**src/rtl/uart_tx_frame_serializer_pkg.sv**
```systemverilog
// Shared UART definitions: transmit FSM state encoding, line idle level and
// the parity helper used by both the TX framer and the RX checker.
// No ports (package).
package uart_pkg;

    typedef enum logic [2:0] {
        ST_IDLE,
        ST_LOAD,
        ST_START,
        ST_DATA,
        ST_PARITY,
        ST_STOP
    } tx_state_t;

    localparam logic UART_IDLE_LEVEL = 1'b1;

    // Words narrower than 16 bits are zero-extended by the caller; the extra
    // zeros do not change the XOR reduction.
    function automatic logic parity_calc(input logic [15:0] data, input logic odd);
        return (^data) ^ odd;
    endfunction

endpackage

```
**src/rtl/uart_tx_frame_serializer_if.sv**
```systemverilog
// Parallel word handshake between the TX FIFO (master) and the framer (slave).
// Signals:
//   tx_data    word to send
//   tx_valid   tx_data valid
//   tx_ready   framer can accept a word
//   parity_odd 1 = odd parity, 0 = even (only with UART_TX_PARITY_EN)
// Optional feature macro: UART_TX_PARITY_EN.
interface uart_tx_frame_serializer_if #(
    parameter int unsigned DATA_WIDTH = 8
) ();
    logic [DATA_WIDTH-1:0] tx_data;
    logic                  tx_valid;
    logic                  tx_ready;
`ifdef UART_TX_PARITY_EN
    logic                  parity_odd;

    modport master (output tx_data, output tx_valid, output parity_odd, input tx_ready);
    modport slave  (input tx_data, input tx_valid, input parity_odd, output tx_ready);
`else
    modport master (output tx_data, output tx_valid, input tx_ready);
    modport slave  (input tx_data, input tx_valid, output tx_ready);
`endif
endinterface

```
**src/rtl/uart_tx_shift_reg.sv**
```systemverilog
// Load/shift register for the TX framer with selectable bit order.
// Ports:
//   clk     clock
//   rst_i   synchronous active-high reset
//   load_i  load data_i (has priority over shift_i)
//   data_i  parallel word
//   shift_i advance to the next bit
//   bit_o   bit currently at the output end (LSB or MSB per LSB_FIRST)
module uart_tx_shift_reg #(
    parameter int unsigned WIDTH     = 8,
    parameter int unsigned LSB_FIRST = 1
) (
    input  logic             clk,
    input  logic             rst_i,
    input  logic             load_i,
    input  logic [WIDTH-1:0] data_i,
    input  logic             shift_i,
    output logic             bit_o
);
    logic [WIDTH-1:0] sr_q;
    logic [WIDTH-1:0] sr_d;

    always_comb begin
        sr_d = sr_q;
        if (load_i) begin
            sr_d = data_i;
        end else if (shift_i) begin
            if (LSB_FIRST != 0) begin
                sr_d = {1'b0, sr_q[WIDTH-1:1]};
            end else begin
                sr_d = {sr_q[WIDTH-2:0], 1'b0};
            end
        end
    end

    always_ff @(posedge clk) begin
        if (rst_i) begin
            sr_q <= '0;
        end else begin
            sr_q <= sr_d;
        end
    end

    assign bit_o = (LSB_FIRST != 0) ? sr_q[0] : sr_q[WIDTH-1];

endmodule

```
**src/rtl/uart_tx_frame_serializer.sv**
```systemverilog
// UART transmit framer: accepts a word over a valid/ready handshake and sends
// start bit, DATA_WIDTH data bits, optional parity bit and STOP_BITS stop bits,
// advancing one bit per baud_tick strobe.
// Ports:
//   clk        clock
//   RST        synchronous active-high reset
//   baud_tick  one-cycle bit-boundary strobe
//   tx_if      word handshake (slave side): tx_data, tx_valid, tx_ready,
//              parity_odd (only with UART_TX_PARITY_EN)
//   tx_out     registered serial line, idle high
//   busy       frame pending or in progress
//   frame_done one-cycle pulse in the first IDLE cycle after the last stop bit
// Optional feature macro: UART_TX_PARITY_EN (adds the parity bit).
module uart_tx_frame_serializer
    import uart_pkg::*;
#(
    parameter int unsigned DATA_WIDTH = 8,
    parameter int unsigned STOP_BITS  = 1,
    parameter int unsigned LSB_FIRST  = 1,
    parameter int unsigned CNT_WIDTH  = $clog2(DATA_WIDTH)
) (
    input  logic                          clk,
    input  logic                          RST,
    input  logic                          baud_tick,
    uart_tx_frame_serializer_if.slave     tx_if,
    output logic                          tx_out,
    output logic                          busy,
    output logic                          frame_done
);
    localparam logic [CNT_WIDTH-1:0] CNT_LAST  = CNT_WIDTH'(DATA_WIDTH - 1);
    localparam logic                 STOP_LAST = 1'(STOP_BITS - 1);

    tx_state_t            state_q, state_d;
    logic [CNT_WIDTH-1:0] cnt_q, cnt_d;
    logic                 stop_cnt_q, stop_cnt_d;
    logic                 tx_out_q, tx_out_d;
    logic                 done_q, done_d;
    logic                 load, shift, sr_bit;
`ifdef UART_TX_PARITY_EN
    logic                 parity_q, parity_d;
`endif

    uart_tx_shift_reg #(
        .WIDTH     (DATA_WIDTH),
        .LSB_FIRST (LSB_FIRST)
    ) u_shift (
        .clk     (clk),
        .rst_i   (RST),
        .load_i  (load),
        .data_i  (tx_if.tx_data),
        .shift_i (shift),
        .bit_o   (sr_bit)
    );

    // tx_out is registered, so each tick drives the bit for the period it
    // opens: the shift register is advanced whenever its current bit is
    // copied to the line, leaving the next bit waiting at the output end.
    always_comb begin
        state_d    = state_q;
        cnt_d      = cnt_q;
        stop_cnt_d = stop_cnt_q;
        tx_out_d   = tx_out_q;
        done_d     = 1'b0;
        load       = 1'b0;
        shift      = 1'b0;
`ifdef UART_TX_PARITY_EN
        parity_d   = parity_q;
`endif
        case (state_q)
            ST_IDLE: begin
                if (tx_if.tx_valid) begin
                    load    = 1'b1;
`ifdef UART_TX_PARITY_EN
                    // Parity bit is resolved at acceptance so later input changes cannot leak in.
                    parity_d = parity_calc(16'(tx_if.tx_data), tx_if.parity_odd);
`endif
                    state_d = ST_LOAD;
                end
            end
            ST_LOAD: begin
                if (baud_tick) begin
                    tx_out_d = 1'b0;
                    state_d  = ST_START;
                end
            end
            ST_START: begin
                if (baud_tick) begin
                    tx_out_d = sr_bit;
                    shift    = 1'b1;
                    cnt_d    = '0;
                    state_d  = ST_DATA;
                end
            end
            ST_DATA: begin
                if (baud_tick) begin
                    if (cnt_q == CNT_LAST) begin
`ifdef UART_TX_PARITY_EN
                        tx_out_d = parity_q;
                        state_d  = ST_PARITY;
`else
                        tx_out_d   = UART_IDLE_LEVEL;
                        stop_cnt_d = 1'b0;
                        state_d    = ST_STOP;
`endif
                    end else begin
                        tx_out_d = sr_bit;
                        shift    = 1'b1;
                        cnt_d    = cnt_q + 1'b1;
                    end
                end
            end
`ifdef UART_TX_PARITY_EN
            ST_PARITY: begin
                if (baud_tick) begin
                    tx_out_d   = UART_IDLE_LEVEL;
                    stop_cnt_d = 1'b0;
                    state_d    = ST_STOP;
                end
            end
`endif
            ST_STOP: begin
                if (baud_tick) begin
                    if (stop_cnt_q == STOP_LAST) begin
                        stop_cnt_d = 1'b0;
                        done_d     = 1'b1;
                        state_d    = ST_IDLE;
                    end else begin
                        stop_cnt_d = 1'b1;
                    end
                end
            end
            default: state_d = ST_IDLE;
        endcase
    end

    always_ff @(posedge clk) begin
        if (RST) begin
            state_q    <= ST_IDLE;
            cnt_q      <= '0;
            stop_cnt_q <= 1'b0;
            tx_out_q   <= UART_IDLE_LEVEL;
            done_q     <= 1'b0;
`ifdef UART_TX_PARITY_EN
            parity_q   <= 1'b0;
`endif
        end else begin
            state_q    <= state_d;
            cnt_q      <= cnt_d;
            stop_cnt_q <= stop_cnt_d;
            tx_out_q   <= tx_out_d;
            done_q     <= done_d;
`ifdef UART_TX_PARITY_EN
            parity_q   <= parity_d;
`endif
        end
    end

    assign tx_if.tx_ready = (state_q == ST_IDLE);
    assign busy           = (state_q != ST_IDLE);
    assign tx_out         = tx_out_q;
    assign frame_done     = done_q;

endmodule

```
**src/flat_wrapper.sv**
```systemverilog
// flat-port wrapper written by rule: the top's interface ports become plain ports
module uart_tx_frame_serializer_flat import uart_pkg::*;
#(
    parameter int unsigned DATA_WIDTH = 8,
    parameter int unsigned STOP_BITS  = 1,
    parameter int unsigned LSB_FIRST  = 1,
    parameter int unsigned CNT_WIDTH  = $clog2(DATA_WIDTH)
)
  (clk, RST, baud_tick, tx_out, busy, frame_done, tx_if_tx_data, tx_if_tx_valid, tx_if_tx_ready);
  uart_tx_frame_serializer_if #(.DATA_WIDTH(DATA_WIDTH)) tx_if_i ();
  input  logic clk;
  input  logic RST;
  input  logic baud_tick;
  output logic tx_out;
  output logic busy;
  output logic frame_done;
  input wire logic [$bits(tx_if_i.tx_data)-1:0] tx_if_tx_data;
  input wire logic [$bits(tx_if_i.tx_valid)-1:0] tx_if_tx_valid;
  output wire logic [$bits(tx_if_i.tx_ready)-1:0] tx_if_tx_ready;
  assign tx_if_i.tx_data = tx_if_tx_data;
  assign tx_if_i.tx_valid = tx_if_tx_valid;
  assign tx_if_tx_ready = tx_if_i.tx_ready;
  uart_tx_frame_serializer #(.DATA_WIDTH(DATA_WIDTH), .STOP_BITS(STOP_BITS), .LSB_FIRST(LSB_FIRST), .CNT_WIDTH(CNT_WIDTH)) u_core (.clk(clk), .RST(RST), .baud_tick(baud_tick), .tx_if(tx_if_i), .tx_out(tx_out), .busy(busy), .frame_done(frame_done));
endmodule
```
**config.mk**
```make
export PLATFORM = sky130hd
export DESIGN_NAME = uart_tx_frame_serializer_flat
export DESIGN_NICKNAME = d
export VERILOG_FILES = /design/src/rtl/uart_tx_frame_serializer_pkg.sv /design/src/rtl/uart_tx_frame_serializer_if.sv /design/src/rtl/uart_tx_shift_reg.sv /design/src/rtl/uart_tx_frame_serializer.sv /design/src/flat_wrapper.sv
export SDC_FILE = /design/constraint.sdc
export NUM_CORES = 1
export LEC_CHECK = 0
export CAP_MARGIN = 40
export CORE_AREA = 2 2 48 45
export CTS_CLUSTER_SIZE = 16
export DETAILED_ROUTE_END_ITERATION = 8
export DIE_AREA = 0 0 50 47
export PLACE_DENSITY = 0.74
export SETUP_SLACK_MARGIN = 0.4
export SKIP_CTS_REPAIR_TIMING = 1
export SKIP_LAST_GASP = 1
export SYNTH_ARGS = -nofsm -noshare
export SYNTH_HDL_FRONTEND = slang
export SYNTH_SLANG_ARGS = --single-unit
export TNS_END_PERCENT = 5
```
**constraint.sdc**
```tcl
create_clock -name clk -period 1.5 [get_ports clk]
set_input_delay 0.3 -clock clk [delete_from_list [all_inputs] [get_ports clk]]
set_output_delay 0.3 -clock clk [all_outputs]
set_load 0.05 [all_outputs]
```
Word level (Yosys, flattened, before mapping)
Index checks and enable logic that the tools add are counted.
{"block": "word_totals", "wordCells": 64, "output_inout_bits": 4, "reg_bits": 17, "in_bits": 12}
{"block": "op_classes", "n_eq_ne": 13, "n_addsub": 1, "mux": 31, "bitwise_logic": 2, "reduce_logical": 11}
{"cell": "$mux W3", "n": 10}
{"cell": "$mux W8", "n": 2}
{"cell": "$pmux W3 S5", "n": 1}
{"cell": "$mux W1", "n": 14}
{"cell": "$ne A2 B2 Y1 const B", "n": 7}
{"cell": "$reduce_and A4 Y1", "n": 3}
{"cell": "$reduce_and A7 Y1", "n": 1}
{"cell": "$eq A3 B2 Y1 const B", "n": 2}
{"cell": "$eq A3 B3 Y1 const B", "n": 2}
{"cell": "$pmux W3 S2", "n": 1}
{"cell": "$reduce_bool A2 Y1", "n": 3}
{"cell": "$reduce_bool A3 Y1", "n": 2}
{"cell": "$pmux W1 S2", "n": 2}
{"cell": "$add A3 B1 Y3 const B", "n": 1}
{"cell": "$eq A3 B1 Y1 const B", "n": 1}
{"cell": "$logic_not A3 Y1", "n": 1}
{"cell": "$pmux W1 S3", "n": 1}
{"cell": "$reduce_or A3 Y1", "n": 1}
{"cell": "$ne A2 B1 Y1 const B", "n": 1}
{"cell": "$not A1 Y1", "n": 2}

Longest topological paths before layout
{"block": "logic_depth", "ltp_word": 6, "depth_mapped": 6, "mapped_depth_nobuf": 5}

Hierarchy
Synthesis repeated with hierarchy kept, for this count alone.
{"block": "hier_totals", "cells_unflattened": 79, "area_unflattened_um2": 772.0}
{"module": "uart_tx_frame_serializer", "seq_area_each_um2": 160.2, "cells_each": 44, "area_each_um2": 402.9, "instances": 1}
{"module": "uart_tx_shift_reg", "seq_area_each_um2": 160.2, "cells_each": 35, "area_each_um2": 369.1, "instances": 1}

Worst setup path after synthesis
Ideal clock, no wire load.
{"block": "synth_path", "kind": "register to output", "start": "register u_core.state_q[0]", "end": "output port busy", "n_path_buf": 1, "required_ns": 1.200, "t_arrival_ns": 2.230, "setup_slack_ns": -1.030, "path_stages_with_launch": 4, "cell_sequence": "dfxtp_1 -> buf_2 -> nor3_1 -> inv_1"}
{"block": "synth_via", "elab_chain_len": 1}
{"element": "start, declared", "line_no": "uart_tx_frame_serializer.sv:33", "rtl": "tx_state_t state_q, state_d;"}
{"element": "start signal, assigned", "line_no": "uart_tx_frame_serializer.sv:147", "rtl": "state_q <= state_d;"}
{"element": "$reduce_bool A3 Y1", "line_no": "uart_tx_frame_serializer.sv:159", "rtl": "assign busy = (state_q != ST_IDLE);"}
{"element": "end, declared", "line_no": "flat_wrapper.sv:15", "rtl": "output logic busy;"}
No other way between the ends.

Worst setup path in the final report
{"block": "layout_path", "start": "register u_core.state_q[1]", "end": "output port busy"}
The elaborated chain is that of the path after synthesis.

==> impl_metrics.yaml <==
clock_tree:
  clk_latency_ns: 0.29
  cts-root-buf: "clkbuf_4"
  clockBufferDepth: 2
  h-tree-depth: 1
  cts_sinks: 16
  tritoncts: "yes"
  clk_pin_slew_worst_paths_ns: 0.09
  cts_inserted_buffers: 3
detailed_routing:
  drtIter0Drc: 11
  vias_per_cell: 5.68
  wl_um: 1940
  avgRoutedWirePerCell_um: 13.6
  drtPass1Iterations: 6
  num_vias: 807
  ant_nets: 0
  drc_errors: 0
power:
  p_sw_w: 0.000285
  peakVddDrop_uv: 784
  clkPwrFrac: 0.279
  p_leak_nw: 0.469
  pwr-share-seq: 0.453
  pwr-share-comb: 0.268
  p_int_w: 0.000738
  p_sw_frac: 0.278
  powerDensity_nw_per_um2: 830
run_status:
  status: "finished with violations"
  violations: "negative setup slack"
sta:
  whs_ns: 0.480
  worst_pin_slew_ns: 0.258
  period_share: 1.03
  hold_viol_final: 0
  fmax_mhz: 648
  slew_viol_final: 0
  setup_ws_ns: -0.0443
  finalCriticalPeriod_ns: 1.54
  finalSetupViolCount: 1
  setup_tns_ns: -0.0443
  rsz0062_at_grt: "true"
  fin_worst_skew_ns: 0.00304
  slew_headroom: 0.828
floorplanning:
  die_w_um: 50
  die_h_um: 47
  pin_count: 16
  die-area_um2: 2350
  core_um2: 1860
  rows: 15
  start_util: 0.471
setup_path:
  critical_path_arrival_ns: 1.24
  crit_type: "reg -> out"
  regToRegSetupSlack_ns: 0.01
  worst_setup_path_start_kind: "flop"
  cp-end-kind: "output pin"
  required_ns: 1.20
  critPathMaxFanout: 5
logic_synthesis:
  ys_ff_latch: 16
  yosysWarnings: 0
  syn_inst: 91
  synth.avg_cell_area_um2: 9.62
  synth_nets: 106
  synth_seq_area_share: 0.366
  netlist_area_um2: 876
  synth.distinct_cells: 28
global_route:
  grt_pass1_wl_um: 2970
  antenna_found_initial: 0
  grt_usage: 0.172
  grt_pass1_vias: 690
  grt_max_degree: 13
  overflow: 0
place:
  place.port_buffers: 15
  dp_hpwl_um: 1360
  pre_cts_slack_ns: -0.218
  place_congestion: 0.733
layout:
  synthToLayoutAreaGrowth_pct: 40.7
  drive_above_1_share: 0.333
  diodes: 0
  fin_util: 0.663
  fillers: 149
  nNetsFinal: 133
worst_hold_path:
  min_path_type: "reg -> reg"
run:
  max_cap_viol_count: 0
area by class of cell:
| cell class | count | area [um2] | area share |
|---|---|---|---|
| Clock buffer | 4 | 36.3 | 0.0294 |
| Multi-Input combinational cell | 65 | 512 | 0.415 |
| Tap cell | 25 | 31.3 | 0.0254 |
| Sequential cell | 16 | 328 | 0.266 |
| Inverter | 1 | 3.75 | 0.00305 |
| Timing Repair Buffer | 31 | 322 | 0.261 |
synthesized netlist by cell type:
master / count / area share
nand4_1: 2 / 0.014
o21ai_0: 5 / 0.029
nand4b_1: 1 / 0.010
nand2b_1: 1 / 0.0071
nand3b_1: 3 / 0.026
mux2i_1: 1 / 0.011
nor2_1: 1 / 0.0043
nor3b_1: 3 / 0.026
nor3_1: 1 / 0.0057
nor4b_4: 1 / 0.027
nor4_1: 1 / 0.0071
and4_1: 1 / 0.010
and3b_1: 2 / 0.020
buf_6: 1 / 0.013
a32oi_1: 7 / 0.070
clkbuf_1: 1 / 0.0043
buf_4: 1 / 0.0086
or3b_2: 1 / 0.010
and2_1: 2 / 0.014
ha_1: 3 / 0.043
o211ai_2: 8 / 0.11
or4b_1: 1 / 0.011
inv_1: 1 / 0.0043
dfxtp_1: 16 / 0.37
a21oi_1: 14 / 0.080
nand2_1: 5 / 0.021
a21o_1: 1 / 0.0086
buf_2: 6 / 0.034
worst max-delay path, stage by stage, from the launching register on:
cell and delay, ns:
dfxtp_4 0.37, buf_8 0.13, nor3_4 0.24, inv_2 0.07
buf_12 0.15
state kept, by name (all words and copies together), names as in the netlist:
| signal | flops |
|---|---|
| u_core.cnt_q | 3 |
| u_core.frame_done | 1 |
| u_core.state_q | 3 |
| u_core.tx_out | 1 |
| u_core.u_shift.sr_q | 8 |
through the flow:
| step | cell area [um2] | total power, W | instances |
|---|---|---|---|
| 6_report | 1230 | 0.00102 | 142 |
| 4_1_cts | 1180 | 0.00103 | 138 |
| 2_1_floorplan | 887 | 0.000619 | 91 |
| 3_5_place_dp | 1150 | 0.000735 | 134 |
| 5_1_grt | 1230 | 0.00107 | 142 |
| 3_3_place_gp | 1150 | 0.000731 | 134 |
logic make-up after synthesis:
logic type	Yosys count	synth area share
simple gates	26	0.214
compound gates	35	0.301
mux	1	0.0114
flops	16	0.366
buf+inv	10	0.0643
fa+ha+maj	3	0.0429
placed cells by master, fill, tap and decap left out, drive strengths merged, types with 3 or more instances in the layout:
cell type,n
a21oi,14
a32oi,7
buf,20
clkbuf,4
clkdlybuf4s50,11
dfxtp,16
ha,3
nand2,5
nand3b,3
nor3b,3
o211ai,8
o21ai,5
power groups by stage:
stage | combinational [W] | clock [W] | sequential, W
5_1_grt | 0.000292 | 0.000309 | 0.000466
2_1_floorplan | 0.000138 | 0 | 0.000481
3_3_place_gp | 0.000255 | 0 | 0.000476
3_5_place_dp | 0.000259 | 0 | 0.000476
4_1_cts | 0.000261 | 0.000299 | 0.000467
6_report | 0.000274 | 0.000285 | 0.000464
layer usage:
layer | up-vias | share of wire | track usage
met4 | 0 | 0.0062 | 0.0500
met3 | 2 | 0.032 | 0.0573
li1 | 403 | - | -
met1 | 392 | 0.47 | 0.218
met2 | 10 | 0.49 | 0.284
met5 | - | 0 | 0
final timing paths:
check | endpoint | depth (start not counted) | startpoint
worst max-delay path | busy | 4 | u_core.state_q[1]
worst max register to register | u_core.u_shift.sr_q[0] | 5 | u_core.state_q[1]
worst min register to register | u_core.u_shift.sr_q[3] | 2 | u_core.u_shift.sr_q[3]
worst min-delay path | u_core.u_shift.sr_q[3] | 2 | u_core.u_shift.sr_q[3]
Power figures use the tool's default switching activity.
